### src/rtl/io_uart_tx.sv
// io_uart_tx: memory-mapped UART transmitter on the CPU IO bus.
// Registers at IO_A[3:2]: 0 TXDATA (write pushes a byte), 1 STATUS, 2 DIVISOR, 3 reserved.
// Bytes go into a small FIFO and are sent LSB first with a start and stop bit on tx.
// Optional macro UART_TX_PARITY_EN adds an even-parity bit before the stop bit.
// Ports:
//   clk, resetn          clock, asynchronous active-low reset
//   IO_A[31:0]           byte address (only [3:2] decoded)
//   IOReadS[1:0]         read strobe (nonzero = read)
//   IOWriteS             write strobe
//   IO_write[31:0]       write data
//   IO_dout[31:0]        combinational read data, 0 without a read strobe
//   tx                   serial output, idle high
module io_uart_tx #(
    parameter int unsigned FIFO_DEPTH  = 4,
    parameter int unsigned DEFAULT_DIV = 868
) (
    input  logic        clk,
    input  logic        resetn,
    input  logic [31:0] IO_A,
    input  logic [1:0]  IOReadS,
    input  logic        IOWriteS,
    input  logic [31:0] IO_write,
    output logic [31:0] IO_dout,
    output logic        tx
);

    localparam int unsigned PTR_W = $clog2(FIFO_DEPTH);
    localparam int unsigned CNT_W = PTR_W + 1;
    localparam int unsigned DIV_W = 16;

`ifdef UART_TX_PARITY_EN
    localparam logic PAR_FLAG = 1'b1;
    typedef enum logic [2:0] {ST_IDLE, ST_START, ST_DATA, ST_PARITY, ST_STOP} state_t;
`else
    localparam logic PAR_FLAG = 1'b0;
    typedef enum logic [2:0] {ST_IDLE, ST_START, ST_DATA, ST_STOP} state_t;
`endif

    state_t             state, state_next;
    logic [DIV_W-1:0]   div_reg;
    logic [DIV_W-1:0]   div_lat, div_lat_next;
    logic [DIV_W-1:0]   bit_timer, bit_timer_next;
    logic [2:0]         idx, idx_next;
    logic [7:0]         shreg, shreg_next;
    logic               par, par_next;
    logic               tx_next;
    logic               pop;

    logic [7:0]         fifo_mem [FIFO_DEPTH];
    logic [PTR_W-1:0]   wptr, rptr;
    logic [CNT_W-1:0]   count;
    logic               overflow;

    // Bus decode
    logic [1:0]         reg_sel;
    logic               rd, push_req, push_ok, full, empty, busy;
    logic [DIV_W-1:0]   eff_div;
    logic               unused_bits;

    assign reg_sel  = IO_A[3:2];
    assign rd       = |IOReadS;
    assign push_req = IOWriteS && (reg_sel == 2'd0);
    assign full     = (count == CNT_W'(FIFO_DEPTH));
    assign empty    = (count == '0);
    assign busy     = (state != ST_IDLE);
    // A push into a full FIFO still fits when the head leaves on the same edge
    assign push_ok  = push_req && (!full || pop);
    assign eff_div  = (div_reg == '0) ? DIV_W'(1) : div_reg;
    assign unused_bits = ^{IO_A[31:4], IO_A[1:0], IO_write[31:16]};

    // Read mux
    always_comb begin
        IO_dout = '0;
        if (rd) begin
            case (reg_sel)
                2'd1:    IO_dout = {27'd0, PAR_FLAG, overflow, empty, full, busy};
                2'd2:    IO_dout = {16'd0, div_reg};
                default: IO_dout = '0;
            endcase
        end
    end

    // TX FSM next state; tx is registered from the next-state view so it changes on the same edge
    always_comb begin
        state_next     = state;
        div_lat_next   = div_lat;
        bit_timer_next = bit_timer;
        idx_next       = idx;
        shreg_next     = shreg;
        par_next       = par;
        pop            = 1'b0;
        tx_next        = 1'b1;

        if (state == ST_IDLE) begin
            if (!empty) begin
                pop            = 1'b1;
                shreg_next     = fifo_mem[rptr];
                par_next       = ^fifo_mem[rptr];
                div_lat_next   = eff_div;
                bit_timer_next = DIV_W'(eff_div - DIV_W'(1));
                state_next     = ST_START;
            end
        end else if (bit_timer != '0) begin
            bit_timer_next = DIV_W'(bit_timer - DIV_W'(1));
        end else begin
            bit_timer_next = DIV_W'(div_lat - DIV_W'(1));
            case (state)
                ST_START: begin
                    idx_next   = 3'd0;
                    state_next = ST_DATA;
                end
                ST_DATA: begin
                    if (idx == 3'd7) begin
`ifdef UART_TX_PARITY_EN
                        state_next = ST_PARITY;
`else
                        state_next = ST_STOP;
`endif
                    end else begin
                        idx_next   = 3'(idx + 3'd1);
                        shreg_next = {1'b0, shreg[7:1]};
                    end
                end
`ifdef UART_TX_PARITY_EN
                ST_PARITY: state_next = ST_STOP;
`endif
                default:  state_next = ST_IDLE;
            endcase
        end

        case (state_next)
            ST_START: tx_next = 1'b0;
            ST_DATA:  tx_next = shreg_next[0];
`ifdef UART_TX_PARITY_EN
            ST_PARITY: tx_next = par_next;
`endif
            default:  tx_next = 1'b1;
        endcase
    end

    // FSM and serialiser state
    always_ff @(posedge clk or negedge resetn) begin
        if (!resetn) begin
            state     <= ST_IDLE;
            div_lat   <= DIV_W'(DEFAULT_DIV);
            bit_timer <= '0;
            idx       <= '0;
            shreg     <= '0;
            par       <= 1'b0;
            tx        <= 1'b1;
        end else begin
            state     <= state_next;
            div_lat   <= div_lat_next;
            bit_timer <= bit_timer_next;
            idx       <= idx_next;
            shreg     <= shreg_next;
            par       <= par_next;
            tx        <= tx_next;
        end
    end

    // FIFO pointers, count, overflow flag and divisor register
    always_ff @(posedge clk or negedge resetn) begin
        if (!resetn) begin
            wptr     <= '0;
            rptr     <= '0;
            count    <= '0;
            overflow <= 1'b0;
            div_reg  <= DIV_W'(DEFAULT_DIV);
        end else begin
            if (push_ok) wptr <= PTR_W'(wptr + PTR_W'(1));
            if (pop)     rptr <= PTR_W'(rptr + PTR_W'(1));
            count <= CNT_W'(count + CNT_W'(push_ok) - CNT_W'(pop));
            // Set has priority over the read-clear
            if (push_req && !push_ok)           overflow <= 1'b1;
            else if (rd && (reg_sel == 2'd1))   overflow <= 1'b0;
            if (IOWriteS && (reg_sel == 2'd2))  div_reg <= IO_write[15:0];
        end
    end

    // FIFO storage (contents need no reset; count gates validity)
    always_ff @(posedge clk) begin
        if (push_ok) fifo_mem[wptr] <= IO_write[7:0];
    end

endmodule
### config.mk
export PLATFORM = sky130hd
export DESIGN_NAME = io_uart_tx
export DESIGN_NICKNAME = d
export VERILOG_FILES = /design/src/rtl/io_uart_tx.sv
export SDC_FILE = /design/constraint.sdc
export NUM_CORES = 1
export LEC_CHECK = 0
export BUFFER_PORTS_ARGS = -buffer_cell sky130_fd_sc_hd__buf_2
export CORE_UTILIZATION = 30
export CTS_CLUSTER_SIZE = 40
export DETAILED_ROUTE_END_ITERATION = 7
export GPL_ROUTABILITY_DRIVEN = 1
export SLEW_MARGIN = 40
export SYNTH_ARGS = -nofsm -noshare
export SYNTH_HDL_FRONTEND = slang
export SYNTH_SLANG_ARGS = --single-unit
### constraint.sdc
create_clock -name clk -period 4.43 [get_ports clk]
set_clock_uncertainty 0.15 [all_clocks]
set_input_delay 0.886 -clock clk [delete_from_list [all_inputs] [get_ports clk]]
set_output_delay 0.886 -clock clk [all_outputs]
set_load 0.02 [all_outputs]
* After elaboration in Yosys (flattened, before gate mapping)
Memories as Yosys holds them, arrays and structs flattened. Index checks and enable logic that the tools add are counted.
Cells by class: equal/unequal tests 12, reduce and logical (&&, ||, !) cells 21, add/subtract/negate cells 8, muxes and demuxes 25, bitwise gates (word level) 3
Operators by type and width (number):
- 16-bit two-way mux | 4
- 16-bit by 1-bit subtractor with 16-bit output, second input constant | 3
- 8-bit two-way mux | 5
- 32-bit two-way mux | 1
- 16-bit one-hot mux with 2 select lines | 1
- 16-bit logical NOT | 1
- 16-bit nonzero test | 1
- 3-bit two-way mux | 5
- 3-bit one-hot mux with 2 select lines | 2
- 2-bit inequality test, second input constant | 4
- 4-bit AND reduction | 2
- 3-bit by 1-bit equality test with 1-bit output, second input constant | 2
- 3-bit by 2-bit equality test with 1-bit output, second input constant | 2
- 3-bit equality test, second input constant | 2
- 3-bit logical NOT | 2
- 1-bit two-way mux | 6
- 2-bit nonzero test | 3
- 1-bit logical AND | 5
- 2-bit by 1-bit adder with 2-bit output, second input constant | 2
- 3-bit by 1-bit adder with 3-bit output | 1
- 3-bit by 1-bit adder with 3-bit output, second input constant | 1
- 1-bit NOT | 3
- 3-bit nonzero test | 1
- 3-bit by 1-bit subtractor with 3-bit output | 1
- other kinds (8) | 9
Storage, ports and cells: memory bits (writable) 32, output and inout port bits 33, input bits 69, flip-flop bits (word level) 71, memories kept 1, logic and storage cells 82
Memory list:
- fifo_mem | words 4, bits a word 8, read ports 1, clocked after memory_dff 0, write ports 1, RTL line 49 | logic [7:0] fifo_mem [FIFO_DEPTH];

* Longest topological paths before layout
word-level depth 8, gate-level depth with buffers 14, depth with buffers taken out 13

* Worst setup path after synthesis
OpenSTA, ideal clock, no wires.
path kind flip-flop to flip-flop, from register state[2], to register bit_timer[10], setup slack 1.252 ns, data arrival time 2.946 ns, library setup time 0.082 ns, required time 4.198 ns, stages on the path, launching flop included 14, clock period less this slack 3.178 ns, buffers on the path 3, cell sequence dfrtp_1 nor3_4 clkbuf_1 clkbuf_1 nor2_1 a21oi_1 ha_1 o211ai_1 a31oi_1 and3_1 buf_6 nor2b_4 mux2_4 a31oi_1
On the way: cells in the longest elaborated chain, start to end 2, elaborated cells on any way between the ends 3, those cells by class eq/ne (1); mux (1); reduce/logical (1)
Ends and longest elaborated chain:
- start, declared | RTL line 39 | state_t state, state_next;
- start signal, assigned | RTL line 152 | state <= state_next;
- 3-bit logical NOT * | RTL line 94 | if (state == ST_IDLE) begin
- 2-bit inequality test (no line) / 16-bit two-way mux (equally long branches)
- end signal, assigned | RTL line 154 | bit_timer <= bit_timer_next;
- end, declared | RTL line 42 | logic [DIV_W-1:0] bit_timer, bit_timer_next;
Mark *: on every way between the ends. The rest lies on a longest branch, timed or not. A chain may end at the register's enable or synchronous reset.

* Worst setup path in the final report
from register bit_timer[11], to register bit_timer[10]
On the way: cells in the longest elaborated chain, start to end 3
Ends and longest elaborated chain:
- 16-bit nonzero test | RTL line 103 | end else if (bit_timer != '0) begin
- 16-bit two-way mux | RTL line 103
- 16-bit two-way mux | RTL line 94
No other way between the ends.

==> results.py <==
metrics = {
    "flow_run": {
        "drv_cap": 0,
    },
    "clock_network": {
        "numCtsBuffers": 9,
        "cts_buffer_depth": 2,
        "cts_hold_buf": 0,
        "h-tree-depth": 3,
        "cts_resized": 0,
        "cts_root_buf": "clkbuf_16",
        "cts_tree": "built",
        "cts_num_sinks": 103,
        "cts_setup_buffers": 0,
        "insertion_delay_ns": 0.36,
        "clk_pin_slew_ns": 0.08,
    },
    "placement": {
        "dpl_worst_slack_ns": 1.11,
        "dp_hpwl_mm": 8.54,
        "portBuffers": 39,
        "place.gp.congestion": 0.879,
    },
    "worst_setup_path": {
        "crit_type": "reg2reg",
        "path_max_fanout": 6,
        "start_kind": "register",
        "rr_worst_depth": 13,
        "rrSetupSlack_ns": 1.07,
        "worstSetupEndpointType": "register",
        "arrival_ns": 3.49,
        "critPathRequiredTime_ns": 4.56,
    },
    "pwr": {
        "combPwrFrac_pct": 28.7,
        "power_density_mw_per_mm2": 553,
        "p_leak_nw": 2.53,
        "seq_power_share_pct": 46.4,
        "worst_ir_drop_vdd_uv": 227,
        "p_int_mw": 2.08,
        "power_switching_mw": 1.23,
        "swShare_pct": 37.2,
        "p_clk_share_pct": 24.9,
    },
    "hold_path": {
        "hold_class": "reg2reg",
        "min_delay_path_depth": 2,
    },
    "global_routing": {
        "grt_pass1_wl_mm": 19.9,
        "grt_max_degree": 49,
        "grt_usage_pct": 14.1,
        "grt_antenna_before_repair": 0,
        "grt_pass1_vias": 3856,
        "gr-total-overflow": 0,
    },
    "floorplan": {
        "die-area_mm2": 0.0182,
        "initial_core_util_pct": 30.6,
        "num_rows": 48,
        "io_pins": 102,
        "core_area_mm2": 0.0173,
        "die_h_um": 135,
        "die_w_um": 135,
    },
    "timing": {
        "fin_crit_ns": 3.36,
        "slew_headroom_pct": 47.0,
        "fmax_mhz": 298,
        "holdWs_ns": 0.322,
        "hold_viol": 0,
        "rsz0062_at_grt": "false",
        "worst_slack_ns": 1.07,
        "fin_crit_sh_pct": 75.8,
        "finalSetupViolations": 0,
        "tightest_slew_ns": 0.793,
        "fin_tns_setup_ns": 0,
        "maxSlewViolCount": 0,
    },
    "finish": {
        "regArea_mm2": 0.00275,
        "fillers": 1722,
        "layout-drive-gt1-share_pct": 19.9,
        "largest_reg_flops": 32,
        "area_growth_pct": 13.0,
        "top_register": "fifo_mem",
        "nets": 619,
        "multi_input_area_mm2": 0.00236,
        "n_antenna_cell": 0,
    },
    "routing": {
        "ant_nets": 0,
        "wl_mm": 12.1,
        "routedWlPerCell_um": 15.7,
        "drt_first_pass_iters": 5,
        "drc": 0,
        "drtIter0Drc": 255,
        "viasPerCell": 5.06,
        "vias": 3886,
    },
    "synth": {
        "synthSimpleGateAreaFrac_pct": 19.0,
        "synth_compound_area_share_pct": 10.2,
        "async_reset_ff_share_pct": 68.9,
        "synth_top_family_by_area": "simple AND/OR/NAND/NOR gates",
        "synthAdderAreaFrac_pct": 2.98,
        "synthMuxAreaShare_pct": 9.24,
        "yosys.area.top_type": "dfrtp_1",
        "yosysTopAreaCellShare_pct": 28.3,
        "syn_area_per_cell_um2": 10.6,
        "synth.most_common_cell": "nand2_1",
        "synth.area.top_cells": "dfrtp_1 (28%), edfxtp_1 (18%), nand2_1 (7.1%), dfstp_2 (5.5%), mux2_2 (3.8%)",
        "syn_area_mm2": 0.00530,
        "synth_cell_type_count": 56,
        "synth_ff_type": "dfrtp_1",
        "synth_warnings": 0,
        "yosysSeqAreaShare_pct": 51.9,
        "synth_cells": 501,
        "ys_top_cells_by_count": "nand2_1 (100), dfrtp_1 (60), nor2_1 (37)",
        "synth-xor-area-share_pct": 1.98,
        "synth-edff-count": 32,
        "synth-seq-cells": 103,
    },
    "outcome": {
        "outcome": "complete, no violations",
    },
}
layer usage:
metal / global-route usage (%) / wire length (um)
met1: 18.8 / 5520
met2: 23.2 / 5830
met3: 1.76 / 539
met4: 5.81 / 201
met5: 0 / 0
logic make-up after synthesis:
family | count (synthesis)
and+or+nand+nor | 210
DFF | 103
AOI/OAI and AO/OA | 83
buffers and inverters | 44
muxes | 36
adders and majority gates | 12
xor gates and xnor gates | 12
other | 1
cell usage in the layout (no fill, tap or decap), drive strengths merged, types with 4 or more instances in the layout:
master / n
o21ai: 25
dfstp: 11
a211o: 4
buf: 45
nor3: 17
nand2: 100
or3: 5
a31oi: 7
dfrtp: 60
conb: 16
inv: 15
a22oi: 9
nor2: 38
mux4: 8
o211ai: 5
a21oi: 15
nor4: 4
edfxtp: 32
mux2i: 8
ha: 11
nor2b: 4
mux2: 20
and2: 17
xnor2: 8
xor2: 4
nand3: 14
clkbuf: 9
critical path, cell delays in order (launching register included):
cell	delay, ns
dfrtp_1	0.42
nor3_1	0.36
nand4_2	0.24
nor2_1	0.40
a21oi_1	0.13
nor2_1	0.09
a21oi_1	0.05
ha_1	0.27
o211ai_1	0.10
a31oi_1	0.12
and3_1	0.34
nor2b_4	0.17
mux2_4	0.28
a31oi_1	0.15
layout make-up:
| type | count | area share (%) |
|---|---|---|
| flip-flops and latches | 103 | 46.0 |
| multi-input cells | 369 | 39.4 |
| well taps | 225 | 4.70 |
| repair buffers | 45 | 4.01 |
| clock buffers | 9 | 3.76 |
| clock inverters | 7 | 1.48 |
| inverters | 10 | 0.627 |
path summary, 6_finish.rpt:
path                               start            end
setup / recovery           bit_timer[11]  bit_timer[10]
hold / removal                div_lat[6]     div_lat[6]
setup reg to reg           bit_timer[11]  bit_timer[10]
hold reg to reg               div_lat[6]     div_lat[6]
max in group asynchronous         resetn     div_reg[1]
min in group asynchronous         resetn    div_reg[10]
stage by stage:
stage          utilization, %  total power [mW]  std cells  instance area (um^2)
2_1_floorplan               -              2.22        516                  5350
3_3_place_gp             32.8              2.45        752                  5670
3_5_place_dp             32.8              2.50        752                  5670
4_1_cts                  34.6              3.33        768                  5980
5_1_grt                  34.6              3.52        768                  5990
6_report                 34.6              3.31        768                  5990
power by group through the flow:
| stage | sequential [mW] | combinational (mW) | clock [mW] |
|---|---|---|---|
| 6_report | 1.54 | 0.950 | 0.826 |
| 5_1_grt | 1.58 | 1.07 | 0.872 |
| 4_1_cts | 1.53 | 0.953 | 0.841 |
| 3_5_place_dp | 1.55 | 0.946 | 0 |
| 3_3_place_gp | 1.54 | 0.907 | 0 |
| 2_1_floorplan | 1.43 | 0.789 | 0 |
Power figures use the tool's default switching activity.
